<file path="src/rtl/keypad_kbd_pkg.sv">
// Shared types and constants for the keypad-to-Hack-KBD bridge.
package keypad_pkg;

  typedef enum logic [1:0] {
    ST_IDLE = 2'd0,
    ST_HOLD = 2'd1,
    ST_GAP  = 2'd2
  } kbd_state_t;

  localparam logic [15:0] KBD_ADDR = 16'h6000;

  // Key index 0 sits in the least-significant byte: "123A456B789C*0#D".
  localparam logic [16*8-1:0] KEY_MAP = {
    8'h44, 8'h23, 8'h30, 8'h2A,
    8'h43, 8'h39, 8'h38, 8'h37,
    8'h42, 8'h36, 8'h35, 8'h34,
    8'h41, 8'h33, 8'h32, 8'h31
  };

  function automatic logic [7:0] key_ascii(input logic [3:0] idx);
    return KEY_MAP[{idx, 3'b000} +: 8];
  endfunction

endpackage

</file>
<file path="src/rtl/keypad_event_fifo.sv">
// Small FIFO of translated ASCII key events; a push while full is accepted only alongside a pop.
module keypad_event_fifo #(
  parameter int DEPTH = 4,
  parameter int WIDTH = 8
) (
  input  logic                     clk,
  input  logic                     rst_n,
  input  logic                     push,
  input  logic [WIDTH-1:0]         din,
  input  logic                     pop,
  output logic [WIDTH-1:0]         dout,
  output logic                     empty,
  output logic                     full,
  output logic [$clog2(DEPTH):0]   count
);

  localparam int AW = $clog2(DEPTH);

  logic [WIDTH-1:0] mem [DEPTH];
  logic [AW-1:0]    wr_ptr_reg;
  logic [AW-1:0]    rd_ptr_reg;
  logic [AW:0]      count_reg;
  logic             wr_en;
  logic             rd_en;

  assign empty = (count_reg == '0);
  assign full  = (count_reg == (AW+1)'(DEPTH));
  assign rd_en = pop && !empty;
  assign wr_en = push && (!full || rd_en);
  assign dout  = mem[rd_ptr_reg];
  assign count = count_reg;

  always_ff @(posedge clk) begin
    if (wr_en) begin
      mem[wr_ptr_reg] <= din;
    end
  end

  // Pointers are AW bits wide, so they wrap modulo DEPTH on their own.
  always_ff @(posedge clk) begin
    if (!rst_n) begin
      wr_ptr_reg <= '0;
      rd_ptr_reg <= '0;
      count_reg  <= '0;
    end else begin
      if (wr_en) wr_ptr_reg <= wr_ptr_reg + 1'b1;
      if (rd_en) rd_ptr_reg <= rd_ptr_reg + 1'b1;
      case ({wr_en, rd_en})
        2'b10:   count_reg <= count_reg + 1'b1;
        2'b01:   count_reg <= count_reg - 1'b1;
        default: count_reg <= count_reg;
      endcase
    end
  end

endmodule

</file>
<file path="src/rtl/keypad_kbd.sv">
// Keypad event to Hack KBD register: hold each code, then force a zero gap.
// Define KEYPAD_KBD_FIFO_EN to queue events that arrive during HOLD/GAP.
module keypad_kbd
  import keypad_pkg::*;
#(
  parameter int FIFO_DEPTH  = 4,
  parameter int HOLD_CYCLES = 2500000,
  parameter int GAP_CYCLES  = 250000
) (
  input  logic                         clk,
  input  logic                         rst_n,
  input  logic [3:0]                   key_index,
  input  logic                         key_valid,
  output logic [15:0]                  kbd_code,
  output logic                         kbd_busy,
  output logic [$clog2(FIFO_DEPTH):0]  pending,
  output logic                         overflow,
  input  logic                         ovf_clr
);

  localparam int MAX_CYC = (HOLD_CYCLES > GAP_CYCLES) ? HOLD_CYCLES : GAP_CYCLES;
  localparam int CW      = (MAX_CYC > 1) ? $clog2(MAX_CYC) : 1;
  localparam logic [CW-1:0] HOLD_LOAD = CW'(HOLD_CYCLES - 1);
  localparam logic [CW-1:0] GAP_LOAD  = CW'(GAP_CYCLES - 1);

  kbd_state_t    state_reg, state_next;
  logic [CW-1:0] cnt_reg, cnt_next;
  logic [15:0]   code_reg, code_next;
  logic          busy_reg;
  logic          overflow_reg;

  logic          ev_avail;
  logic [7:0]    ev_ascii;
  logic          drop;

`ifdef KEYPAD_KBD_FIFO_EN
  logic       fifo_pop;
  logic [7:0] fifo_dout;
  logic       fifo_empty;
  logic       fifo_full;

  assign fifo_pop = (state_reg == ST_IDLE) && !fifo_empty;
  assign ev_avail = !fifo_empty;
  assign ev_ascii = fifo_dout;
  assign drop     = key_valid && fifo_full && !fifo_pop;

  keypad_event_fifo #(
    .DEPTH (FIFO_DEPTH),
    .WIDTH (8)
  ) u_fifo (
    .clk   (clk),
    .rst_n (rst_n),
    .push  (key_valid),
    .din   (key_ascii(key_index)),
    .pop   (fifo_pop),
    .dout  (fifo_dout),
    .empty (fifo_empty),
    .full  (fifo_full),
    .count (pending)
  );
`else
  // Without storage an event is only usable if it lands while IDLE.
  assign ev_avail = key_valid;
  assign ev_ascii = key_ascii(key_index);
  assign drop     = key_valid && (state_reg != ST_IDLE);
  assign pending  = '0;
`endif

  always_comb begin
    state_next = state_reg;
    cnt_next   = cnt_reg;
    code_next  = code_reg;
    case (state_reg)
      ST_IDLE: begin
        if (ev_avail) begin
          state_next = ST_HOLD;
          cnt_next   = HOLD_LOAD;
          code_next  = {8'h00, ev_ascii};
        end
      end
      ST_HOLD: begin
        if (cnt_reg == '0) begin
          state_next = ST_GAP;
          cnt_next   = GAP_LOAD;
          code_next  = '0;
        end else begin
          cnt_next = cnt_reg - 1'b1;
        end
      end
      ST_GAP: begin
        if (cnt_reg == '0) begin
          state_next = ST_IDLE;
        end else begin
          cnt_next = cnt_reg - 1'b1;
        end
      end
      default: begin
        state_next = ST_IDLE;
        cnt_next   = '0;
        code_next  = '0;
      end
    endcase
  end

  always_ff @(posedge clk) begin
    if (!rst_n) begin
      state_reg    <= ST_IDLE;
      cnt_reg      <= '0;
      code_reg     <= '0;
      busy_reg     <= 1'b0;
      overflow_reg <= 1'b0;
    end else begin
      state_reg <= state_next;
      cnt_reg   <= cnt_next;
      code_reg  <= code_next;
      busy_reg  <= (state_next != ST_IDLE);
      // A drop in the same cycle as a clear must leave the flag set.
      if (drop) begin
        overflow_reg <= 1'b1;
      end else if (ovf_clr) begin
        overflow_reg <= 1'b0;
      end
    end
  end

  assign kbd_code = code_reg;
  assign kbd_busy = busy_reg;
  assign overflow = overflow_reg;

endmodule

</file>
<file path="config.mk">
export PLATFORM = sky130hd
export DESIGN_NAME = keypad_kbd
export DESIGN_NICKNAME = d
export VERILOG_FILES = /design/src/rtl/keypad_kbd_pkg.sv /design/src/rtl/keypad_event_fifo.sv /design/src/rtl/keypad_kbd.sv
export SDC_FILE = /design/constraint.sdc
export NUM_CORES = 1
export LEC_CHECK = 0
export CAP_MARGIN = 40
export CORE_UTILIZATION = 59
export DETAILED_ROUTE_END_ITERATION = 10
export GPL_ROUTABILITY_DRIVEN = 0
export GPL_TIMING_DRIVEN = 1
export PLACE_DENSITY = 0.85
export SLEW_MARGIN = 20
export SYNTH_ARGS = -nofsm -noshare
export SYNTH_HDL_FRONTEND = slang
export SYNTH_SLANG_ARGS = --single-unit
</file>
<file path="constraint.sdc">
create_clock -name clk -period 6.2 [get_ports clk]
set_input_delay 0.93 -clock clk [delete_from_list [all_inputs] [get_ports clk]]
set_output_delay 0.93 -clock clk [all_outputs]
set_load 0.1 [all_outputs]
</file>
; ---- Word level (Yosys, flattened, before mapping)
; Index checks and enable logic that the tools add are counted.
; W data, S select, Z words.
[word_totals]
elab_cells = 34
output_inout_bits = 21
reg_bits = 42
input_bits = 8
[classes]
n_addsub = 1
eq_ne = 5
n_bitwise = 1
n_reduce_logical = 8
mux = 13
shift = 1
[ops]
columns = cell, n
row1 = $shiftx A128 B8 Y8 const A, 1
row2 = $mux W22, 3
row3 = $pmux W22 S3, 1
row4 = $pmux W16 S3, 1
row5 = $mux W16, 2
row6 = $logic_not A22 Y1, 1
row7 = $sub A22 B1 Y22 const B, 1
row8 = $mux W2, 3
row9 = $ne A2 B2 Y1 const B, 3
row10 = $pmux W2 S3, 1
row11 = $reduce_bool A2 Y1, 3
row12 = $reduce_and A3 Y1, 1
row13 = $eq A2 B1 Y1 const B, 1
row14 = $eq A2 B2 Y1 const B, 1
row15 = $logic_not A2 Y1, 1
row16 = $mux W1, 2
row17 = $reduce_and A2 Y1, 1
row18 = $logic_and A1 B1 Y1, 1
row19 = $not A1 Y1, 1

; ---- Depth between registers and ports, before layout
[logic_depth]
word_depth = 4
mapped_depth = 9
ltp_nobuf = 8

; ---- Least setup slack after synthesis
; Ideal clock, no wire load.
[synth_path]
path_type = register -> register
start = reg cnt_reg[0]
end = reg cnt_reg[14]
required_time_ps = 6080
t_arrival_ps = 2151
setup_time_ps = 120
n_path_buf = 0
period_less_slack_ps = 2271
path_slack_ps = 3929
stages_incl_launch_ff = 9
path_cell_list = dfxtp_1 -> inv_1 -> ha_1 -> or3b_1 -> or4b_4 -> nor3b_2 -> xnor2_1 -> nor2_1 -> o31a_1
[synth_between]
elab_chain_len = 3
elab_cells_between_ends = 7
classes_between = 1 x add/sub / 1 x eq/ne / 3 x mux / 2 x reduce/logical
[synth_lines]
columns = element, line
row1 = "start, declared", keypad_kbd.sv:27  ; logic [CW-1:0] cnt_reg, cnt_next;
row2 = "start signal, assigned", keypad_kbd.sv:114  ; cnt_reg <= cnt_next;
row3 = $sub A22 B1 Y22 or $logic_not A22 Y1 (tied branches), -
row4 = $mux W22 (tied with other cells), keypad_kbd.sv:91  ; if (cnt_reg == '0) begin
row5 = $pmux W22 S3 or $reduce_and A2 Y1 (tied branches), -
; Several ways; a longest one is shown, not always the timed one. The select of a mux whose other input is x is not followed.
; A chain may end at the register's enable or synchronous reset.

; ---- Worst setup path after layout
[layout_path]
start = in rst_n
end = reg code_reg[2], in the netlist kbd_code[2]
[layout_lines]
columns = element, line
row1 = "start, declared", keypad_kbd.sv:11  ; input logic rst_n,
row2 = "end signal, assigned", keypad_kbd.sv:115  ; code_reg <= code_next;
row3 = "end, declared", keypad_kbd.sv:28  ; logic [15:0] code_reg, code_next;
; No word-level cell between the ends.

==> impl_metrics.ini <==
[yosys]
synth.area.top_cells = dfxtp_1 32%, nor2_1 6.4%, ha_1 4.9%
synth_adder_area_share_pct = 4.85
yosys_warnings = 0
synth.most_common_cell = nor2_1
netlist_area_sq_um = 2060
synth_edf_count = 0
synthArstFlopShare_pct = 0
avgSynthCellArea_sq_um = 8.06
synthXorXnorAreaFrac_pct = 3.82
synth_cells = 256
ys_types = 54
synth_top_cell_by_area = dfxtp_1
ys_ff_latch = 33
synth_top_cell_area_share_pct = 32.0
yosys.area_share.simple_pct = 28.0
synth-seq-area-share_pct = 32.0
ys_top_cells_by_count = 35 x nor2_1, 33 x dfxtp_1, 17 x nand2_1
synth.area.mux_share_pct = 1.58
synth-main-ff-cell = dfxtp_1
synth_top_family_by_area = simple AND/OR/NAND/NOR gates
synth_compound_area_share_pct = 22.3

[global_route]
grt_max_degree = 26
track_usage_pct = 30.7
grt_pass1_vias = 1781
grt_first_pass_wirelength_microns = 8380
antenna_found_initial = 0
overflow = 0

[final_layout]
drive_gt1_share_pct = 13.3
syn_to_final_growth_pct = 17.9
final_core_util_pct = 72.9
nets = 294
fin_cells = 325
fill_cells = 250
largest_reg_flops = 22
antennaDiodeCount = 0

[die]
rows = 21
initial_core_util_pct = 61.8
die_h_microns = 61.1
die_x_microns = 61.1
io_pins = 29
dieArea_sq_um = 3740
fp.coreArea_sq_um = 3340

[routing]
vias_per_cell = 6.27
vias = 2038
wl_per_cell_microns = 16.4
routed_wl_microns = 5340
first_iter_violations = 184
drc_errors = 0
drtPass1Iterations = 5
ant_nets = 0

[sta]
hold_ws_ns = 0.485
rsz0062_at_grt = false
setup_viol = 0
final_max_slew_viol_count = 0
finalHoldViolCount = 0
tightest_slew_ns = 0.744
final.setup.tns_ns = 0
finClkSkew_ns = 0.0110
maxSlewHeadroom_pct = 50.2
fmax_mhz = 378
fin_crit_ns = 2.65
fin_crit_sh_pct = 42.7

[worst_setup_path]
crit_chain = clkdlybuf4s50_1, clkinv_1, o41ai_1
worstReg2RegEnd = cnt_reg[14]
critPathLaunchType = input pin
critPathMaxStageDelay_ns = 0.92
rr_startpoint = cnt_reg[0]
cp_num_buf_inv = 2
rr_worst_depth = 8
crit_type = in -> reg
crit_path_end_kind = register
reg2reg_slack_ns = 3.67
worstPathRequired_ns = 6.43
slowest_stage = clkdlybuf4s50_1
crit_fanout = 19
crit_family = buffers and inverters
crit_arrival_ns = 2.87

[clock_network]
cts_max_level = 2
clk_latency_ns = 0.34
clock_sinks = 33
hold_buffers = 0
post_cts_buffers = 0
cts_buffers = 5
path_clk_slew_ns = 0.11
ctsResizeCount = 0
root_buffer = clkbuf_4
clk_path_buf_depth = 2
cts_tree = done

[worst_hold_path]
hold_path_startpoint = kbd_code[3]
hold_end = kbd_code[3]
min_path_type = reg -> reg
holdPathStages = 2

[run]
drv_cap = 0

[placement]
placedCellCount = 316
place.port_buffers = 16
dp_hpwl_microns = 3750

[power]
p_per_area_nw_per_um2 = 249
leakage_nw = 0.902
vdd_drop_max_uv = 193
power_w = 0.000605

[status]
status = complete, no violations
[tightest hold or removal path: cells and delay by family, from the launching register on]
kind / cells / cell delay, ns
compound gates: 1 / 0.07
simple gates: 1 / 0.05
flops: 1 / 0.33
[routing by layer]
| metal | track usage (%) | wire (microns) | vias to the layer above |
|---|---|---|---|
| met5 | 0 | 0 | - |
| li1 | - | - | 955 |
| met4 | 12.7 | 155 | 0 |
| met2 | 48.3 | 2450 | 146 |
| met3 | 6.30 | 522 | 20 |
| met1 | 41.2 | 2210 | 917 |
[worst max path at each step]
stage / from / end / slack (ns) / depth (start not counted)
finish: rst_n / kbd_code[2] / 3.55 / 3
global route: rst_n / kbd_code[4] / 3.38 / 3
CTS: rst_n / kbd_code[4] / 3.57 / 3
detailed placement: rst_n / kbd_code[4] / 3.21 / 3
global placement: rst_n / kbd_code[4] / 3.41 / 3
floorplan: cnt_reg[0] / cnt_reg[14] / 3.93 / 8
[cell usage in the layout, fill, tap and decap left out, types with 2 or more instances in the layout]
cell type	instances
a211oi_1	2
nor3_1	11
nor4_2	3
ha_1	8
nor4_1	4
a21oi_1	16
or2_2	2
dfxtp_1	33
conb_1	12
xnor2_1	2
clkbuf_4	5
nor3b_2	2
a31oi_1	5
buf_8	10
nor2b_1	4
or3_1	3
nand3_1	13
nand2b_1	3
xor2_1	7
nor3b_1	2
inv_1	5
clkdlybuf4s50_1	16
nor2_1	35
nand2_1	17
o41ai_1	5
o21a_1	4
o211ai_1	3
o221a_2	3
mux2_2	2
o21ai_0	12
nand4_1	5
[final cells by class]
cell class	count	area, sq um	area share [%]
flip-flops and latches	33	661	27.2
inverters	6	22.5	0.926
well taps	46	57.6	2.37
clock buffers	6	51.3	2.11
repair buffers	26	310	12.8
multi-input cells	206	1290	53.1
clock inverters	2	37.5	1.54
[cell families (layout without fill, tap and decap cells)]
logic type | after synthesis | count (layout)
AOI/OAI and AO/OA | 64 | 64
xor gates and xnor gates | 9 | 9
adders and majority gates | 8 | 8
buffers and inverters | 28 | 40
DFF | 33 | 33
muxes | 3 | 3
other | 1 | 12
and+or+nand+nor | 110 | 110
[power by group]
part / total, W / internal [W] / switching, W
clock: 0.000174 / 0.0000958 / 0.0000781
sequential: 0.000246 / 0.000226 / 0.0000198
combinational: 0.000185 / 0.0000582 / 0.000127
[through the flow]
stage          setup WS [ns]  instance area, sq um
3_3_place_gp            3.41                  2190
5_1_grt                 3.38                  2430
2_1_floorplan           3.93                  2100
6_report                3.55                  2430
4_1_cts                 3.57                  2420
3_5_place_dp            3.21                  2330
Power figures use the tool's default switching activity.
